## config.mk

```make
export PLATFORM = sky130hd
export DESIGN_NAME = scan_capture
export DESIGN_NICKNAME = d
export VERILOG_FILES = /design/src/rtl/scan_capture.sv
export SDC_FILE = /design/constraint.sdc
export NUM_CORES = 1
export LEC_CHECK = 0
export ABC_AREA = 1
export BUFFER_PORTS_ARGS = -buffer_cell sky130_fd_sc_hd__buf_2
export CAP_MARGIN = 40
export CELL_PAD_IN_SITES_DETAIL_PLACEMENT = 0
export CELL_PAD_IN_SITES_GLOBAL_PLACEMENT = 1
export CORE_ASPECT_RATIO = 1.2
export CORE_MARGIN = 2
export CORE_UTILIZATION = 40
export CTS_CLUSTER_SIZE = 16
export DETAILED_ROUTE_END_ITERATION = 8
export HOLD_SLACK_MARGIN = 0.1
export PLACE_DENSITY = 0.72
export SETUP_SLACK_MARGIN = 0.05
export SYNTH_ARGS = -nofsm -noshare
export SYNTH_HDL_FRONTEND = slang
export SYNTH_SLANG_ARGS = --single-unit
```

## constraint.sdc

```tcl
create_clock -name clk_1ms -period 3.7 [get_ports clk_1ms]
set_input_delay 0.37 -clock clk_1ms [delete_from_list [all_inputs] [get_ports clk_1ms]]
set_output_delay 0.37 -clock clk_1ms [all_outputs]
set_load 0.01 [all_outputs]
```

## src/rtl/scan_capture.sv

```systemverilog
// Receive side of the 7-segment scan bus: checks descending scan order and rebuilds a frame-coherent digit image.
// Optional SCAN_CAPTURE_ERRCNT_EN adds a saturating 8-bit err_count output.
module scan_capture #(
  parameter int unsigned NUM_DIGITS  = 5,
  parameter int unsigned SEG_W       = 8,
  parameter int unsigned LOCK_FRAMES = 2
) (
  input  logic                        clk_1ms,
  input  logic                        reset,
  input  logic                        scan_valid,
  input  logic [2:0]                  digit_select,
  input  logic [SEG_W-1:0]            segments,
  output logic [NUM_DIGITS*SEG_W-1:0] digits_out,
  output logic                        frame_done,
  output logic                        scan_err,
  output logic                        locked
`ifdef SCAN_CAPTURE_ERRCNT_EN
  ,
  output logic [7:0]                  err_count
`endif
);

  localparam int unsigned CODE_W = 3;
  localparam int unsigned CNT_W  = $clog2(LOCK_FRAMES + 1);
  localparam logic [CODE_W-1:0] TOP_CODE  = CODE_W'(NUM_DIGITS - 1);
  localparam logic [CODE_W-1:0] NEXT_CODE = CODE_W'(NUM_DIGITS - 2);
  localparam logic [CNT_W-1:0]  LOCK_CNT  = CNT_W'(LOCK_FRAMES);

  typedef enum logic {HUNT, TRACK} state_t;

  state_t                        state_q, state_n;
  logic [CODE_W-1:0]             expected_q, expected_n;
  logic [CODE_W-1:0]             last_q, last_n;
  logic [SEG_W-1:0]              shadow_q [NUM_DIGITS];
  logic [SEG_W-1:0]              shadow_n [NUM_DIGITS];
  logic [CNT_W-1:0]              good_q, good_n;
  logic [NUM_DIGITS*SEG_W-1:0]   digits_n;
  logic                          frame_done_n, scan_err_n, locked_n;
`ifdef SCAN_CAPTURE_ERRCNT_EN
  logic [7:0]                    err_count_n;
`endif

  // State and output registers
  always_ff @(posedge clk_1ms or posedge reset) begin
    if (reset) begin
      state_q    <= HUNT;
      expected_q <= TOP_CODE;
      last_q     <= '0;
      shadow_q   <= '{default: '1};
      good_q     <= '0;
      digits_out <= '1;
      frame_done <= 1'b0;
      scan_err   <= 1'b0;
      locked     <= 1'b0;
`ifdef SCAN_CAPTURE_ERRCNT_EN
      err_count  <= '0;
`endif
    end else begin
      state_q    <= state_n;
      expected_q <= expected_n;
      last_q     <= last_n;
      shadow_q   <= shadow_n;
      good_q     <= good_n;
      digits_out <= digits_n;
      frame_done <= frame_done_n;
      scan_err   <= scan_err_n;
      locked     <= locked_n;
`ifdef SCAN_CAPTURE_ERRCNT_EN
      err_count  <= err_count_n;
`endif
    end
  end

  // Scan-order tracking, shadow capture and frame publication
  always_comb begin
    state_n      = state_q;
    expected_n   = expected_q;
    last_n       = last_q;
    shadow_n     = shadow_q;
    good_n       = good_q;
    digits_n     = digits_out;
    frame_done_n = 1'b0;
    scan_err_n   = 1'b0;
    locked_n     = locked;

    if (scan_valid) begin
      case (state_q)
        HUNT: begin
          if (digit_select == TOP_CODE) begin
            shadow_n[TOP_CODE] = segments;
            last_n             = TOP_CODE;
            expected_n         = NEXT_CODE;
            state_n            = TRACK;
          end
        end
        TRACK: begin
          if (digit_select == expected_q) begin
            shadow_n[digit_select] = segments;
            last_n                 = digit_select;
            if (digit_select == '0) begin
              // Publish the whole frame including the slot written this edge
              for (int k = 0; k < NUM_DIGITS; k++) begin
                digits_n[k*SEG_W +: SEG_W] = shadow_n[k];
              end
              frame_done_n = 1'b1;
              if (good_q != LOCK_CNT) good_n = good_q + CNT_W'(1);
              if (good_n == LOCK_CNT) locked_n = 1'b1;
              expected_n = TOP_CODE;
            end else begin
              expected_n = expected_q - CODE_W'(1);
            end
          end else if (digit_select == last_q) begin
            shadow_n[digit_select] = segments;
          end else begin
            scan_err_n = 1'b1;
            good_n     = '0;
            locked_n   = 1'b0;
            if (digit_select == TOP_CODE) begin
              shadow_n[TOP_CODE] = segments;
              last_n             = TOP_CODE;
              expected_n         = NEXT_CODE;
            end else begin
              state_n = HUNT;
            end
          end
        end
        default: state_n = HUNT;
      endcase
    end
  end

`ifdef SCAN_CAPTURE_ERRCNT_EN
  // Saturating error counter, cleared only by reset
  always_comb begin
    err_count_n = err_count;
    if (scan_err_n && (err_count != 8'hFF)) err_count_n = err_count + 8'd1;
  end
`endif

endmodule

```

======== Word level (Yosys, flattened, before mapping) ========
Index checks and enable logic that the tools add are counted.
operators by class
  add/subtract/negate cells ............... 2
  $lt $le $gt $ge ......................... 2
  equal/unequal tests ..................... 9
  muxes and demuxes ....................... 41
  bitwise logic cells ..................... 2
  reductions and logical operators ........ 8
operators with widths
  cell                 number
  $bwmux 40            1
  $mux 40              1
  $mux 32              1
  $demux 8 s3          1
  $mux 8               3
  $mux 3               7
  $mux 2               8
  $pmux 8 s2           1
  $mux 1               15
  $pmux 3 s2           2
  $reduce_and 4->1     2
  $eq 3x3->1           2
  $reduce_and 5->1     1
  $ge 4x4->1 const B   1
  $lt 4x1->1 const B   1
  $ne 2x1->1 const B   2
  $ne 2x2->1 const B   2
  $not 3->4            1
  $eq 3x3->1 const B   1
  $logic_not 3->1      1
  $ne 3x3->1 const B   1
  $reduce_and 3->1     1
  $sub 3x1->3 const B  1
  $add 2x1->2 const B  1
  other kinds (6)      6
storage, ports and cells
  bits in registers ....................... 92
  logic and storage cells ................. 77

======== Logic depth before layout (Yosys ltp) ========
Gate-level depths: netlist (run 1).
  depth in word-level cells ............... 10
  gate-level depth with buffers ........... 11
  gate-level depth less buffers ........... 10

======== Worst setup path before layout (run 1) ========
No wires, ideal clock.
  kind .................................... flip-flop to flip-flop
  start point ............................. register expected_q[2]
  end point ............................... register digits_out[34]
  arrival ................................. 1528 ps
  required time ........................... 3625 ps
  setup slack ............................. 2096 ps
  cell stages (with the launch flop) ...... 9
  buffers on the path ..................... 1
  path through ............................ dfstp_2 nand2_1 nand2_2 nand3_4 nor3_4 inv_4 buf_6 nand2_1 nand2_1
between the ends
  longest elaborated chain between the ends .. 2
RTL lines
  item                               RTL line  RTL
  start: declaration                 32        logic [CODE_W-1:0] expected_q, expected_n;
  start signal: assignment           60        expected_q <= expected_n;
  $eq 3x3->1                         97        if (digit_select == expected_q) begin
  $reduce_and 4->1 (no source line)  --
  end signal: assignment             64        digits_out <= digits_n;
  end: declaration                   13        output logic [NUM_DIGITS*SEG_W-1:0] digits_out,
Every way passes these cells.
A chain may end at the register's enable or synchronous reset.

======== Worst setup path after layout (run 1) ========
  start point ............................. register expected_q[2]
  end point ............................... register shadow_q[23] in the netlist's numbering
between the ends
  longest elaborated chain between the ends .. 3
  elaborated cells between the ends (all ways) .. 4
RTL lines
  item                                RTL line  RTL
  $eq 3x3->1 (*)                      97
  $reduce_bool 2->1 (no source line)  --
  $reduce_and 3->1 (no source line)   --
  end signal: assignment              62        shadow_q <= shadow_n;
  end: declaration                    34        logic [SEG_W-1:0] shadow_q [NUM_DIGITS];
Mark *: on every way between the ends. The rest lies on a longest branch, timed or not.

==> results.md, run 1 <==
* Final net count at a little under 600
* EDFF count, synth at 0
* CP most frequent cell: nand2_1
* Top-count cell post-synth: nand2_1
* R2R depth at 8
* Worst Hold Class: in -> async
* Setup TNS at 0 ps
* TritonCTS Buffers at 9
* Most used DFF post-synth: dfstp_2
* Worst slew margin at 56.8%
* Detailed-placement wirelength estimate at around 6700 um
* Post_cts resized at 0
* Clk root buf: clkbuf_16
* Critical path depth at 8
* Synth cell count leaders: 297 x nand2_1, 76 x dfstp_2, 46 x o21ai_0, 19 x inv_1, 13 x nand3_1
* Crit-path max cell delay at slightly below 600 ps
* Synthesis-stage register bit count at 87
* Crit path launch type: flop
* Initial antenna violation count at 0
* Tot GR Track Use at a little under a fifth
* Crit path DAT at 2690 ps
* Clk_lat worst skew at between 300 and 400 ps
* DRC marker count from the first detailed-route iteration at around 220
* Total Wirelength at 9910 um
* Internal Pwr Total at about 1.9 mW
* Grt ovf at 0
* Cells after synthesis at about 520
* Post-Syn Area per Cell at between 7 and 8 um^2
* Clock transition at path regs at about 60 ps
* Pleak at ~2.4 nW
* Switching Power at 0.707 mW
* FF+latch area at ~2300 um^2
* Power share of the clock group at between 30% and 40%
* Syn nets at between 500 and 600
* CTS Buffer Depth at 2
* Synth area leader: dfstp_2
* Max-slew violation count at 0
* Finished Core Util at 47.6%
* Initial core utilization at 41.3%
* TritonRoute pass-1 iters at 4
* Worst Tran Pin Value at approximately 650 ps
* Vias in the first global route at 3228
* Synth area leaders: dfstp_2 48%, nand2_1 27%, dfrtp_1 6.6%, o21ai_0 5.5%, inv_1 1.7%
* WP data required at between 3000 and 4000 ps
* Status: completed
* Final setup viols at 0
* Part of the power in registers at between 40% and 50%
* Die boundary height at approximately 120 um
* Critical Path End Type: flop
* Slowest CP cell: dfstp_2
* Placer congestion estimate at a little under 0.8
* CP Cell Sequence: nand2_1 -> nand2_2 -> nand3_4 -> nand2_1 -> nand2_2 -> inv_2 -> nand2_1 -> nand2_1
* Global-route wire length before repair at between 15000 and 20000 um
* Die X at between 90 and 100 um
* N_diodes at 0
* Final hold vios at 0
* Net Sw Frac at between 20 and 30%
* Fin crit period at ~2400 ps
* Buf+Inv Stages, Crit Path at 1
* Post-DRT Antenna Nets at 0
* Cell family with most CP delay: simple AND/OR/NAND/NOR gates
* Max FO, Critical Path at 29
* Clk sinks at 87
* Hold_buf cts at 0
* Async SR Flop Fraction at 100%
* Multi-input gate area in the final layout at ~1600 um^2
* Post-CTS Setup Repair Bufs at 0
* RSZ-0062 raised after global routing: no
* Fillers at between 1000 and 1500
* Seq/Total Area, Yosys at 54.4%
* Via Count at roughly 3400
* Avg WL per Cell at roughly 14 um
* Post-DR vias/cell at 4.86
* CTS tree: built
* Peak VDD IR at around 260 uV
* Area of the mapped netlist at between 4000 and 5000 um^2
* Design Power at 2.56 mW
* Kind of critical path: reg -> reg
* Highest clock rate at around 0.42 GHz
* Pwr dens at around 530 nW/um^2
* Crit share post-route at 64.9%
* Max cap viols at 0
* Synth unique cells at 25
* Comb power frac at about 16%
* I/O Buffers at 56
* Layout area overhead at 15.2%
* Number of synthesis warnings at 0
* Die area at approximately 11000 um^2
* Placement Rows at 40
* IO Pins at between 50 and 60
* Largest net degree at the start of global routing at between 40 and 50
* Layout cell share with drive strength beyond 1 at between 20 and 30%
* Core Box Area at slightly above 10000 um^2
* Final clock skew at 5.83 ps
* Top-area cell type share of the netlist area at 47.8%
* CTS H-tree lvls at 3
* # DRC at 0
[cells by family after synthesis]
logic type | share of synthesized area (%)
AND/OR/NAND/NOR | 30.9
XOR/XNOR | 1.02
flip-flops | 54.4
buffers and inverters | 6.11
AO/OA/AOI/OAI | 6.98
adder cells (fa/ha/maj) | 0.599
[flip-flops by register name, summed over array words and instances (netlist names)]
register / flops
last_q: 3
digits_out: 40
expected_q: 3
scan_err: 1
locked: 1
state_q: 1
frame_done: 1
good_q: 2
shadow_q: 35
[per-stage QoR]
step	instances	setup WS (ps)	hold slack, ps	area [um^2]
after floorplan	522	1210	447	4180
after global placement	683	1270	449	4480
after detailed placement	684	1290	453	4500
after CTS	699	1300	106	4810
after global routing	699	1100	152	4810
final	699	1300	88.5	4810
[cells in the final DEF, fill, tap and decap left out]
cell,instances
a21oi_1,2
buf_12,1
buf_2,56
buf_4,3
bufinv_16,1
clkbuf_1,1
clkbuf_16,9
clkbuf_8,3
clkinv_2,2
clkinv_4,1
dfrtp_1,11
dfstp_2,76
ha_1,2
inv_1,18
inv_2,4
inv_4,1
nand2_1,297
nand2_2,3
nand3_1,13
nand3_4,1
nand4_1,3
nor2_1,7
nor2_4,1
nor3_4,1
o211ai_1,1
o21ai_0,46
o21ai_2,5
xnor2_1,3
xnor2_2,1
[power groups by stage]
| stage | registers, mW | logic (mW) | clock network [mW] |
|---|---|---|---|
| final | 1.21 | 0.421 | 0.936 |
| after global routing | 1.22 | 0.489 | 1.00 |
| after CTS | 1.21 | 0.424 | 0.962 |
| after detailed placement | 1.22 | 0.421 | 0 |
| after global placement | 1.21 | 0.413 | 0 |
| after floorplan | 1.20 | 0.322 | 0 |
[layout make-up]
class	instances	area share, %
Clock inverter	2	0.807
Sequential cell	87	47.3
Inverter	25	2.06
Clock buffer	13	5.62
Tap cell	126	3.28
Multi-Input combinational cell	386	34.3
Timing Repair Buffer	60	6.71
[layer usage]
| layer | track usage, % | share of wire, % | wire length [um] |
|---|---|---|---|
| met5 | 0 | 0 | 0 |
| met4 | 7.50 | 1.8 | 174 |
| met3 | 3.68 | 4.1 | 404 |
| met2 | 30.0 | 45 | 4470 |
| met1 | 26.0 | 49 | 4860 |
[final timing paths]
path / start / end / slack [ps]
setup / recovery: expected_q[2] / shadow_q[23] / 1300
hold / removal: reset / scan_err / 90
setup reg to reg: expected_q[2] / shadow_q[23] / 1300
hold reg to reg: digits_out[36] / digits_out[36] / 460
max in group asynchronous: reset / shadow_q[31] / 2620
min in group clk_1ms: scan_valid / state_q / 340
Note: power is estimated with default switching activity, not from simulation.
==> run 2: changes to the inputs <==
ABC_AREA = 0   (was 1)
PLACE_DENSITY = 0.67   (was 0.72)
clock period = 2.3 ns   (was 3.7 ns; I/O delays follow)
==> results.md, run 2 <==
* Worst Hold Class: in -> reg
* Clk sinks at between 80 and 90
* Total Wirelength at 7240 um
* Post-DRT Antenna Nets at 0
* Design Power at about 3.3 mW
* Dpl ws at about 300 ps
* Vias in the first global route at approximately 2300
* Syn nets at about 270
* Max cap viols at 0
* Clk root buf: clkbuf_8
* Tot GR Track Use at 15.6%
* Final net count at 332
* Pleak at just under 2 nW
* Pwr dens at roughly 750 nW/um^2
* Final setup viols at 0
* Critical Path End Type: flop
* Hold Slack at around 190 ps
* CTS tree: built
* Hold Path Cell Cnt at 3
* Avg WL per Cell at 16.4 um
* TritonCTS Buffers at 9
* Finished Core Util at 48.5%
* HP Start: scan_valid
* Reg with most FFs: digits_out
* Initial core utilization at between 40% and 50%
* Async SR Flop Fraction at 100%
* DRC marker count from the first detailed-route iteration at 102
* Setup TNS at 0 ps
* Fin crit period at 1980 ps
* Most common cell after layout, fill and taps aside: dfstp_2
* Layout area overhead at 18.7%
* Cells after synthesis at 252
* Core Box Area at between 8000 and 9000 um^2
* Switching Power at around 0.79 mW
* Clk_lat worst skew at about 350 ps
* Layout cell share with drive strength beyond 1 at 71.0%
* Final clock skew at between 7 and 8 ps
* Placement Rows at 38
* Comb power frac at 11.3%
* RSZ-0062 raised after global routing: no
* R2R depth at 5
* EDFF count, synth at 0
* Synth cell count leaders: 73 x dfstp_2, 67 x mux2_2, 23 x a21oi_1, 11 x dfrtp_1, 9 x mux2i_1
* N_diodes at 0
* CTS Buffer Depth at 2
* Crit path launch type: flop
* Internal Pwr Total at 2.46 mW
* Peak VDD IR at approximately 360 uV
* Crit share post-route at between 80 and 90%
* Most used DFF post-synth: dfstp_2
* Synth unique cells at 36
* Worst slew margin at approximately 55%
* Number of synthesis warnings at 0
* Global-route wire length before repair at 11800 um
* Max FFs per register at 40
* Top Registers: digits_out (40), shadow_q (32)
* Worst Tran Pin Value at 670 ps
* Grt ovf at 0
* Clock transition at path regs at ~80 ps
* Worst r2r src: expected_q[2]
* R2R Path End: digits_out[26]
* Fillers at slightly below 900
* Part of the power in registers at a little over half
* Synth area leader: dfstp_2
* Initial antenna violation count at 0
* TritonRoute pass-1 iters at 4
* I/O Buffers at 56
* Commonest non-fill, non-tap cells in the layout: 73 x dfstp_2, 67 x mux2_2, 56 x buf_2, 23 x a21oi_1
* Reg2Reg Setup Slack at approximately 320 ps
* Kind of critical path: reg -> reg
* Post-route cell area at ~4300 um^2
* Final worst-path setup slack at 322 ps
* Synth area leaders: dfstp_2 53%, mux2_2 21%, dfrtp_1 7.5%, a21oi_1 3.2%, mux2i_1 2.5%
* Seq/Total Area, Yosys at between 60% and 70%
* Detailed-placement wirelength estimate at 4830 um
* Max-slew violation count at 0
* Die X at roughly 91 um
* Placed cells at about 420
* Placer congestion estimate at between 0.7 and 0.8
* Max FO, Critical Path at between 40 and 50
* Final hold vios at 0
* Post-DR vias/cell at about 5.0
* Synthesis-stage register bit count at 84
* Final non-filler cell total at between 400 and 500
* Top-area cell type share of the netlist area at about 53%
* Via Count at 2226
* Area of the mapped netlist at between 3000 and 4000 um^2
* Hold worst-path end: state_q
* Status: completed
* Die boundary height at around 110 um
* Largest net degree at the start of global routing at 44
* Crit path DAT at around 2300 ps
* Post-Syn Area per Cell at approximately 14 um^2
* CTS H-tree lvls at 3
* Top-count cell post-synth: dfstp_2
* Die area at 9910 um^2
* IO Pins at 57
* Highest clock rate at around 0.51 GHz
* Placed cell area at 4090 um^2
* Net Sw Frac at around a quarter
* # DRC at 0
* Power share of the clock group at a little over a third
* WP data required at 2580 ps
-- run 2: area by class of cell --
cell class | instances | area (um^2) | share of cell area (%)
Clock buffer | 12 | 176 | 4.07
Clock inverter | 4 | 53.8 | 1.24
Inverter | 6 | 26.3 | 0.607
Multi-Input combinational cell | 147 | 1330 | 30.8
Sequential cell | 84 | 2190 | 50.6
Tap cell | 120 | 150 | 3.47
Timing Repair Buffer | 68 | 398 | 9.19
-- run 2: power by group through the flow --
stage	Clock, mW	Sequential [mW]	Combinational, mW
after floorplan	0	1.74	0.252
after global placement	0	1.74	0.363
after detailed placement	0	1.74	0.373
after CTS	1.21	1.72	0.375
after global routing	1.28	1.74	0.416
final	1.17	1.72	0.367
-- run 2: how the worst max path moves through the flow --
| stage | startpoint | endpoint | slack [ps] | cells after the start |
|---|---|---|---|---|
| floorplan | expected_q[2] | digits_out[2] | 310 | 6 |
| global placement | digit_select[1] | digits_out[31] | 340 | 6 |
| detailed placement | digit_select[1] | digits_out[18] | 300 | 6 |
| CTS | expected_q[2] | digits_out[26] | 330 | 5 |
| global route | expected_q[2] | digits_out[18] | 270 | 5 |
| finish | expected_q[2] | digits_out[26] | 320 | 5 |
-- run 2: critical path, cell delays in order, from the launching register on --
cell and delay, ps:
dfstp_2 550, xor2_1 80, or3_1 370, nor3_4 240
buf_12 280, mux2_2 370
-- run 2: logic make-up after synthesis --
family | synth area share, %
compound gates | 6.72
xor+xnor | 1.44
buf+inv | 3.36
mux | 24.1
flops | 60.1
simple gates | 3.63
fa+ha+maj | 0.686
-- run 2: per-layer routing --
metal  up-vias  track usage (%)  part of all wire [%]  wire length [um]
met3         7             4.98                   4.4               315
met4         0             4.87                   1.1                81
met5         -                0                     0                 0
met2        51             25.2                    50              3650
met1      1131             20.2                    44              3200
li1       1037                -                     -                 -
-- run 2: what timing repair did --
item                                   CTS  global route
endpoints found under the hold margin    5             0
hold buffers                             1             0
resized for setup                        0             0
buffers inserted                         0             0
